$ cat src/rtl/block_drop_ctrl.sv
// block_drop_ctrl: 8x8 falling-blocks sequencer (field scroll, random top row, aim cursor, collision/score)
// Ports: clk; rst (async, active-low); start/left/right one-cycle pulses;
//        blocks[63:0] field (row 0 = bits 7:0 = bottom); aim[7:0] one-hot cursor;
//        gameover (in OVER); score[15:0] saturating; busy (PLAY/SHIFT/CHECK).
// Build option: define SPEEDUP_EN to halve the drop period every 16 points.
module block_drop_ctrl #(
  parameter int          TICK_DIV  = 25000000,
  parameter logic [15:0] LFSR_SEED = 16'hACE1
) (
  input  logic        clk,
  input  logic        rst,
  input  logic        start,
  input  logic        left,
  input  logic        right,
  output logic [63:0] blocks,
  output logic [7:0]  aim,
  output logic        gameover,
  output logic [15:0] score,
  output logic        busy
);
  localparam logic [2:0] S_IDLE  = 3'd0;
  localparam logic [2:0] S_PLAY  = 3'd1;
  localparam logic [2:0] S_SHIFT = 3'd2;
  localparam logic [2:0] S_CHECK = 3'd3;
  localparam logic [2:0] S_OVER  = 3'd4;
  localparam logic [31:0] PERIOD_INIT = 32'(TICK_DIV);

  logic [2:0]  state_q, state_d;
  logic [31:0] cnt_q, cnt_d, period_q;
  logic [15:0] lfsr_q, lfsr_d, lfsr_nxt, score_q, score_d, score_inc;
  logic [63:0] blocks_q, blocks_d;
  logic [7:0]  aim_q, aim_d, aim_l, aim_r, raw_row, new_row;
  logic        go_l, go_r, hit, restart, tick;

  // An all-ones row would be unsurvivable, so one gap is forced in column 7.
  assign raw_row   = lfsr_q[7:0] & lfsr_q[15:8];
  assign new_row   = &raw_row ? 8'h7F : raw_row;
  assign lfsr_nxt  = {1'b0, lfsr_q[15:1]} ^ (lfsr_q[0] ? 16'hB400 : 16'h0000);
  assign aim_l     = aim_q << 1;
  assign aim_r     = aim_q >> 1;
  assign go_l      = left & ~right & ~aim_q[7] & ~|(blocks_q[7:0] & aim_l);
  assign go_r      = right & ~left & ~aim_q[0] & ~|(blocks_q[7:0] & aim_r);
  assign hit       = |(blocks_q[7:0] & aim_q);
  assign score_inc = &score_q ? score_q : score_q + 16'd1;
  assign restart   = start & (state_q == S_IDLE | state_q == S_OVER);
  assign tick      = cnt_q == period_q - 32'd1;

`ifdef SPEEDUP_EN
  localparam logic [31:0] PERIOD_MIN = PERIOD_INIT >> 3;
  logic [31:0] period_d, period_half;
  assign period_half = period_q >> 1;
  always_comb begin
    period_d = period_q;
    if (restart)
      period_d = PERIOD_INIT;
    else if (state_q == S_CHECK && !hit && score_inc[3:0] == 4'h0)
      period_d = period_half < PERIOD_MIN ? PERIOD_MIN : period_half;
  end
  always_ff @(posedge clk or negedge rst)
    if (!rst) period_q <= PERIOD_INIT;
    else      period_q <= period_d;
`else
  assign period_q = PERIOD_INIT;
`endif

  always_comb begin
    state_d  = state_q;
    cnt_d    = cnt_q;
    lfsr_d   = lfsr_q;
    blocks_d = blocks_q;
    aim_d    = aim_q;
    score_d  = score_q;
    if (restart) begin
      state_d  = S_PLAY;
      cnt_d    = 32'd0;
      lfsr_d   = LFSR_SEED;
      blocks_d = 64'd0;
      aim_d    = 8'h10;
      score_d  = 16'd0;
    end else if (state_q == S_PLAY) begin
      cnt_d   = tick ? 32'd0 : cnt_q + 32'd1;
      state_d = tick ? S_SHIFT : S_PLAY;
      aim_d   = go_l ? aim_l : go_r ? aim_r : aim_q;
    end else if (state_q == S_SHIFT) begin
      blocks_d = {new_row, blocks_q[63:8]};
      lfsr_d   = lfsr_nxt;
      state_d  = S_CHECK;
    end else if (state_q == S_CHECK) begin
      state_d = hit ? S_OVER : S_PLAY;
      score_d = hit ? score_q : score_inc;
    end else if (state_q > S_OVER) begin
      state_d = S_IDLE;
    end
  end

  always_ff @(posedge clk or negedge rst)
    if (!rst) begin
      state_q  <= S_IDLE;
      cnt_q    <= 32'd0;
      lfsr_q   <= LFSR_SEED;
      blocks_q <= 64'd0;
      aim_q    <= 8'h10;
      score_q  <= 16'd0;
    end else begin
      state_q  <= state_d;
      cnt_q    <= cnt_d;
      lfsr_q   <= lfsr_d;
      blocks_q <= blocks_d;
      aim_q    <= aim_d;
      score_q  <= score_d;
    end

  assign blocks   = blocks_q;
  assign aim      = aim_q;
  assign score    = score_q;
  assign gameover = state_q == S_OVER;
  assign busy     = state_q == S_PLAY | state_q == S_SHIFT | state_q == S_CHECK;
endmodule

$ cat config.mk
export PLATFORM = sky130hd
export DESIGN_NAME = block_drop_ctrl
export DESIGN_NICKNAME = d
export VERILOG_FILES = /design/src/rtl/block_drop_ctrl.sv
export SDC_FILE = /design/constraint.sdc
export NUM_CORES = 1
export LEC_CHECK = 0
export ABC_CLOCK_PERIOD_IN_PS = 4250
export CELL_PAD_IN_SITES_DETAIL_PLACEMENT = 1
export CELL_PAD_IN_SITES_GLOBAL_PLACEMENT = 2
export CORE_ASPECT_RATIO = 1.4
export CORE_MARGIN = 1
export CORE_UTILIZATION = 25
export CTS_CLUSTER_DIAMETER = 200
export DETAILED_ROUTE_END_ITERATION = 8
export PLACE_DENSITY_LB_ADDON = 0.1
export SYNTH_ARGS = -nofsm -noshare
export SYNTH_HDL_FRONTEND = slang
export SYNTH_SLANG_ARGS = --single-unit
export TNS_END_PERCENT = 100
$ cat constraint.sdc
create_clock -name clk -period 4.25 [get_ports clk]
set_input_delay 0.6375 -clock clk [delete_from_list [all_inputs] [get_ports clk]]
set_output_delay 0.6375 -clock clk [all_outputs]
set_load 0.02 [all_outputs]
Yosys cells after proc, flatten, opt, wreduce, memory -nomap -nowiden
Index checks and enable logic that the tools add are counted.
W data, S select, Z words.
{"block": "word_totals", "ff_bits": 139, "latchBits": 0, "mem_bits_rw": 0, "rom_bits": 0, "input_bits": 5, "out_inout_bits": 90, "n_memories": 0}
{"block": "classes", "n_addsub": 2, "n_mul": 0, "div": 0, "n_lt_le_gt_ge": 1, "eq_ne": 9, "shift": 0, "n_mux": 28, "n_bitwise": 19, "n_reduce_logical": 16}
{"op": "$mux W64", "n": 3}
{"op": "$mux W16", "n": 10}
{"op": "$mux W32", "n": 3}
{"op": "$mux W8", "n": 5}
{"op": "$add A32 B1 Y32 const B", "n": 1}
{"op": "$eq A32 B25 Y1 const B", "n": 1}
{"op": "$and A8 B8 Y8", "n": 3}
{"op": "$reduce_or A8 Y1", "n": 3}
{"op": "$mux W3", "n": 6}
{"op": "$add A16 B1 Y16 const B", "n": 1}
{"op": "$reduce_and A16 Y1", "n": 1}
{"op": "$xor A15 B16 Y16", "n": 1}
{"op": "$and A8 B7 Y8", "n": 1}
{"op": "$reduce_and A8 Y1", "n": 1}
{"op": "$and A1 B1 Y1", "n": 7}
{"op": "$eq A3 B2 Y1 const B", "n": 2}
{"op": "$ne A2 B2 Y1 const B", "n": 3}
{"op": "$reduce_bool A2 Y1", "n": 3}
{"op": "$reduce_and A5 Y1", "n": 1}
{"op": "$reduce_bool A5 Y1", "n": 1}
{"op": "$not A1 Y1", "n": 4}
{"op": "$reduce_and A2 Y1", "n": 2}
{"op": "$eq A3 B1 Y1 const B", "n": 1}
{"op": "$eq A3 B3 Y1 const B", "n": 1}
{"op": "7 further kinds", "n": 10}

Logic depth before layout (Yosys ltp)
{"block": "logic_depth", "depth_word": 8, "depth_mapped": 7}

Worst setup path after synthesis
No wires, ideal clock.
{"block": "synth_path", "path_kind": "flip-flop to flip-flop", "from": "reg aim_q[2], in the netlist aim[2]", "to": "reg aim_q[0], in the netlist aim[0]", "setup_ns": 0.125, "arrival_ns": 1.842, "required_ns": 4.125, "setup_slack_ns": 2.283, "path_stages_with_launch": 7, "path_buffers": 1, "period_less_slack_ns": 1.967, "cell_sequence": "dfrtp_1 a222oi_1 nand3_1 nor4b_2 buf_4 o31ai_4 mux2_4"}
{"block": "synth_between", "elab_chain_len": 7, "elab_cells_between_ends": 13}
{"element": "start: declaration", "line": "32", "text": "logic [7:0] aim_q, aim_d, aim_l, aim_r, raw_row, new_row;"}
{"element": "start signal: assignment", "line": "109", "text": "aim_q <= aim_d;"}
{"element": "$and A8 B8 Y8", "line": "41", "text": "assign go_l = left & ~right & ~aim_q[7] & ~|(blocks_q[7:0] & aim_l);"}
{"element": "$reduce_or A8 Y1", "line": "41"}
{"element": "$logic_not A1 Y1", "line": "41"}
{"element": "$and A1 B1 Y1", "line": "41"}
{"element": "$mux W8", "line": "83", "text": "aim_d = go_l ? aim_l : go_r ? aim_r : aim_q;"}
{"element": "$mux W8", "line": "80", "text": "end else if (state_q == S_PLAY) begin"}
{"element": "$mux W8", "line": "73", "text": "if (restart) begin"}
Parallel ways exist; a longest one is shown, timed or not. The select of a mux whose other input is x is not followed.
A chain may end at the register's enable or synchronous reset.

Worst setup path after layout
{"block": "layout_path", "from": "reg aim_q[2], in the netlist aim[2]", "to": "reg aim_q[1], in the netlist aim[1]"}
Same word-level chain as after synthesis.

==> out/qor.txt <==
Max Fclk = 0.360 GHz
Setup ws final = 1.48 ns
I/O Pins = 95
Final setup fails = 0
CTS Sinks = 139
Post-Syn Instances = 563
Post-synthesis simple-gate area fraction = 17.1%
Mapped Nets = 570
Wirelength, routed = 19,000 um
Largest fanout on the critical path = 9
Hold WS = 0.330 ns
Outcome = completed
CP arrival = 3.07 ns
Starting Density = 25.6%
Final Hold Viols = 0
Routed vias = 5,033
Reg-to-Reg Start = aim[2]$_DFFE_PN0P_
RSZ-0062 raised after global routing = no
Reg clk slew, reported paths = 0.06 ns
Max Cap Viol = 0
Async SR Flop Fraction = 100%
Dominant cells by area after synthesis = dfrtp_1, a22o_1, mux2i_1
Min Tclk post-route = 2.77 ns
Filler instances = 2,742
CP startpoint kind = flip-flop
Worst setup EP type = flip-flop
Largest family of logic cells by synthesized area = compound AO/OA/AOI/OAI gates
Slew headroom = 17.1%
Yosys top cell area share = 51.1%
Largest net degree at the start of global routing = 96
Count of different cell masters after synthesis = 57
GR Util All Layers = 15.5%
Die Wd = 137 um
Synthesis-to-finish area growth = 28.5%
Syn avg cell area = 11.3 um2
Dpl ws = 1.31 ns
Fin. max-slew vios = 0
Synth Area in XOR/XNOR = 0.688%
Worst-Margin Slew = 1.24 ns
Cts bufs inserted = 17
Initial antenna violation count = 0
Setup CP Type = flip-flop to flip-flop
CTS HTree Levels = 4
DR pass1 iterations = 4
WL/cell = 19.5 um
Final antenna diode count = 0
Crit path launch = aim[2]$_DFFE_PN0P_
Clock Tree Buf Depth = 2
Grt ovf = 0
Seq/Total Area, Yosys = 54.8%
Root buf cell = clkbuf_16
DRT iter0 DRCs = 203
Multiplexer share of the synthesized area = 5.49%
Hpwl dp = 12,400 um
Final worst path period share = 65.3%
Worst Hold Class = input pin to async pin
Post-synth EDFFs = 0
Die area = 26,100 um2
# hold bufs at CTS = 0
Synth area leader = dfrtp_1
ANT nets after route = 0
Primary FF master, synth = dfrtp_1
Post-synthesis compound-gate area fraction = 18.7%
Port-buffer cells = 94
Synth Warn # = 0
Peak supply drop = 0.000263 V
Nets@finish = 657
Post-cts repair resize count = 0
Leak pwr = 3.51 nW
Core ar. = 24,800 um2
# Post-CTS Setup Buffers = 0
Critical Path RT = 4.55 ns
Drt drc = 0
Height of the chip = 191 um
# rows = 68
GPL Wtd Cong = 0.708
Number of global-route vias before repair = 5,473
Clock latency on the worst-skew pair = 0.42 ns
Adder-Cell Fraction of Synth Area = 0.393%
Vias per cell = 5.15
PD cells = 371 nW/um2
Final setup TNS = 0 ns
Synth Register Bits = 139
Synth Cell Area = 6360 um2
Clock Skew = 0.0118 ns
First-pass GRT wire length = 31,000 um
Share of post-route cells with drive strength above 1 = 10.6%
CTS tree = built
[final cells by class]
type                    instances  area [um2]  share of cell area (%)
inverters                       8        30.0                   0.367
multi-input cells             384        2710                    33.2
repair buffers                100        1000                    12.2
clock buffers                  25         485                    5.94
flip-flops and latches        139        3490                    42.7
clock inverters                 7        67.6                   0.826
well taps                     315         394                    4.82
[synthesized netlist by cell type (4+ instances only)]
| library cell | count |
|---|---|
| nor4b_1 | 4 |
| a22oi_1 | 8 |
| nand2b_1 | 4 |
| inv_1 | 8 |
| o311ai_0 | 4 |
| a21oi_1 | 14 |
| mux2_4 | 5 |
| or3_1 | 5 |
| nor3_1 | 6 |
| and4_1 | 5 |
| nand3_1 | 30 |
| and3_1 | 11 |
| dfstp_2 | 9 |
| a32o_1 | 7 |
| buf_2 | 6 |
| nand4_1 | 26 |
| o22a_1 | 6 |
| dfrtp_1 | 130 |
| a31oi_1 | 4 |
| xnor2_1 | 5 |
| nor2_1 | 18 |
| o211ai_1 | 4 |
| a22o_1 | 64 |
| and2_1 | 4 |
| nand2_1 | 56 |
| o21ai_0 | 21 |
| clkbuf_1 | 22 |
| a21o_1 | 8 |
| mux2i_1 | 24 |
[cell usage in the layout (no fill, tap or decap), types with 5 or more instances in the layout]
cell and n:
a21o_1 8, a21oi_1 14, a22o_1 64, a22oi_1 8, a32o_1 7, and3_1 11
and4_1 5, buf_4 5, clkbuf_1 5, clkbuf_16 17, clkdlybuf4s50_1 93, dfrtp_1 130
dfstp_2 9, inv_1 8, mux2_4 5, mux2i_1 24, nand2_1 56, nand3_1 30
nand4_1 26, nor2_1 16, nor3_1 6, o21ai_0 21, o22a_1 6, or3_1 5
xnor2_1 5
[logic make-up after synthesis]
logic type,after synthesis
AOI/OAI and AO/OA,152
xor gates and xnor gates,5
adders and majority gates,2
buffers and inverters,40
DFF,139
muxes,32
and+or+nand+nor,193
[flip-flops by register name (all words and copies together), names as in the netlist]
signal / count
cnt_q: 32
score: 16
aim: 8
state_q: 3
blocks: 64
lfsr_q: 16
[worst max-delay path: stages, from the launching register on]
cell and delay [ns]:
dfrtp_1 0.46, a222oi_1 0.36, nand3_1 0.13, nor4b_2 1.05, o31ai_4 0.30, mux2_4 0.37
[layer usage]
layer	track usage, %	vias to the layer above	wire, um
li1	-	2321	-
met1	19.0	2606	8420
met2	26.4	90	9700
met3	3.54	16	661
met4	5.24	0	254
met5	0	-	0
[through the flow]
step           total power [mW]  cells  util [%]  area, um2
2_1_floorplan              1.53    563         -       6360
3_3_place_gp               1.65    946      30.7       7620
3_5_place_dp               1.65    946      30.7       7620
4_1_cts                    3.09    978      32.9       8180
5_1_grt                    3.17    978      32.9       8180
6_report                   3.04    978      32.9       8180
[worst paths after layout]
kind,end,slack (ns),depth (start not counted)
setup reg to reg,aim[1]$_DFFE_PN0P_,1.48,5
min in group clk,cnt_q[20]$_DFFE_PN0P_,0.50,1
hold reg to reg,cnt_q[20]$_DFFE_PN0P_,0.50,1
max in group asynchronous,aim[4]$_DFFE_PN1P_,3.09,2
hold / removal,cnt_q[17]$_DFFE_PN0P_,0.33,1
setup / recovery,aim[1]$_DFFE_PN0P_,1.48,5
[power by group]
group / leakage (nW) / switching (mW) / total, mW / internal (mW)
Clock: 0.263 / 0.563 / 1.41 / 0.849
Combinational: 1.53 / 0.112 / 0.214 / 0.102
Sequential: 1.72 / 0.0583 / 1.41 / 1.35
Power figures use the tool's default switching activity.
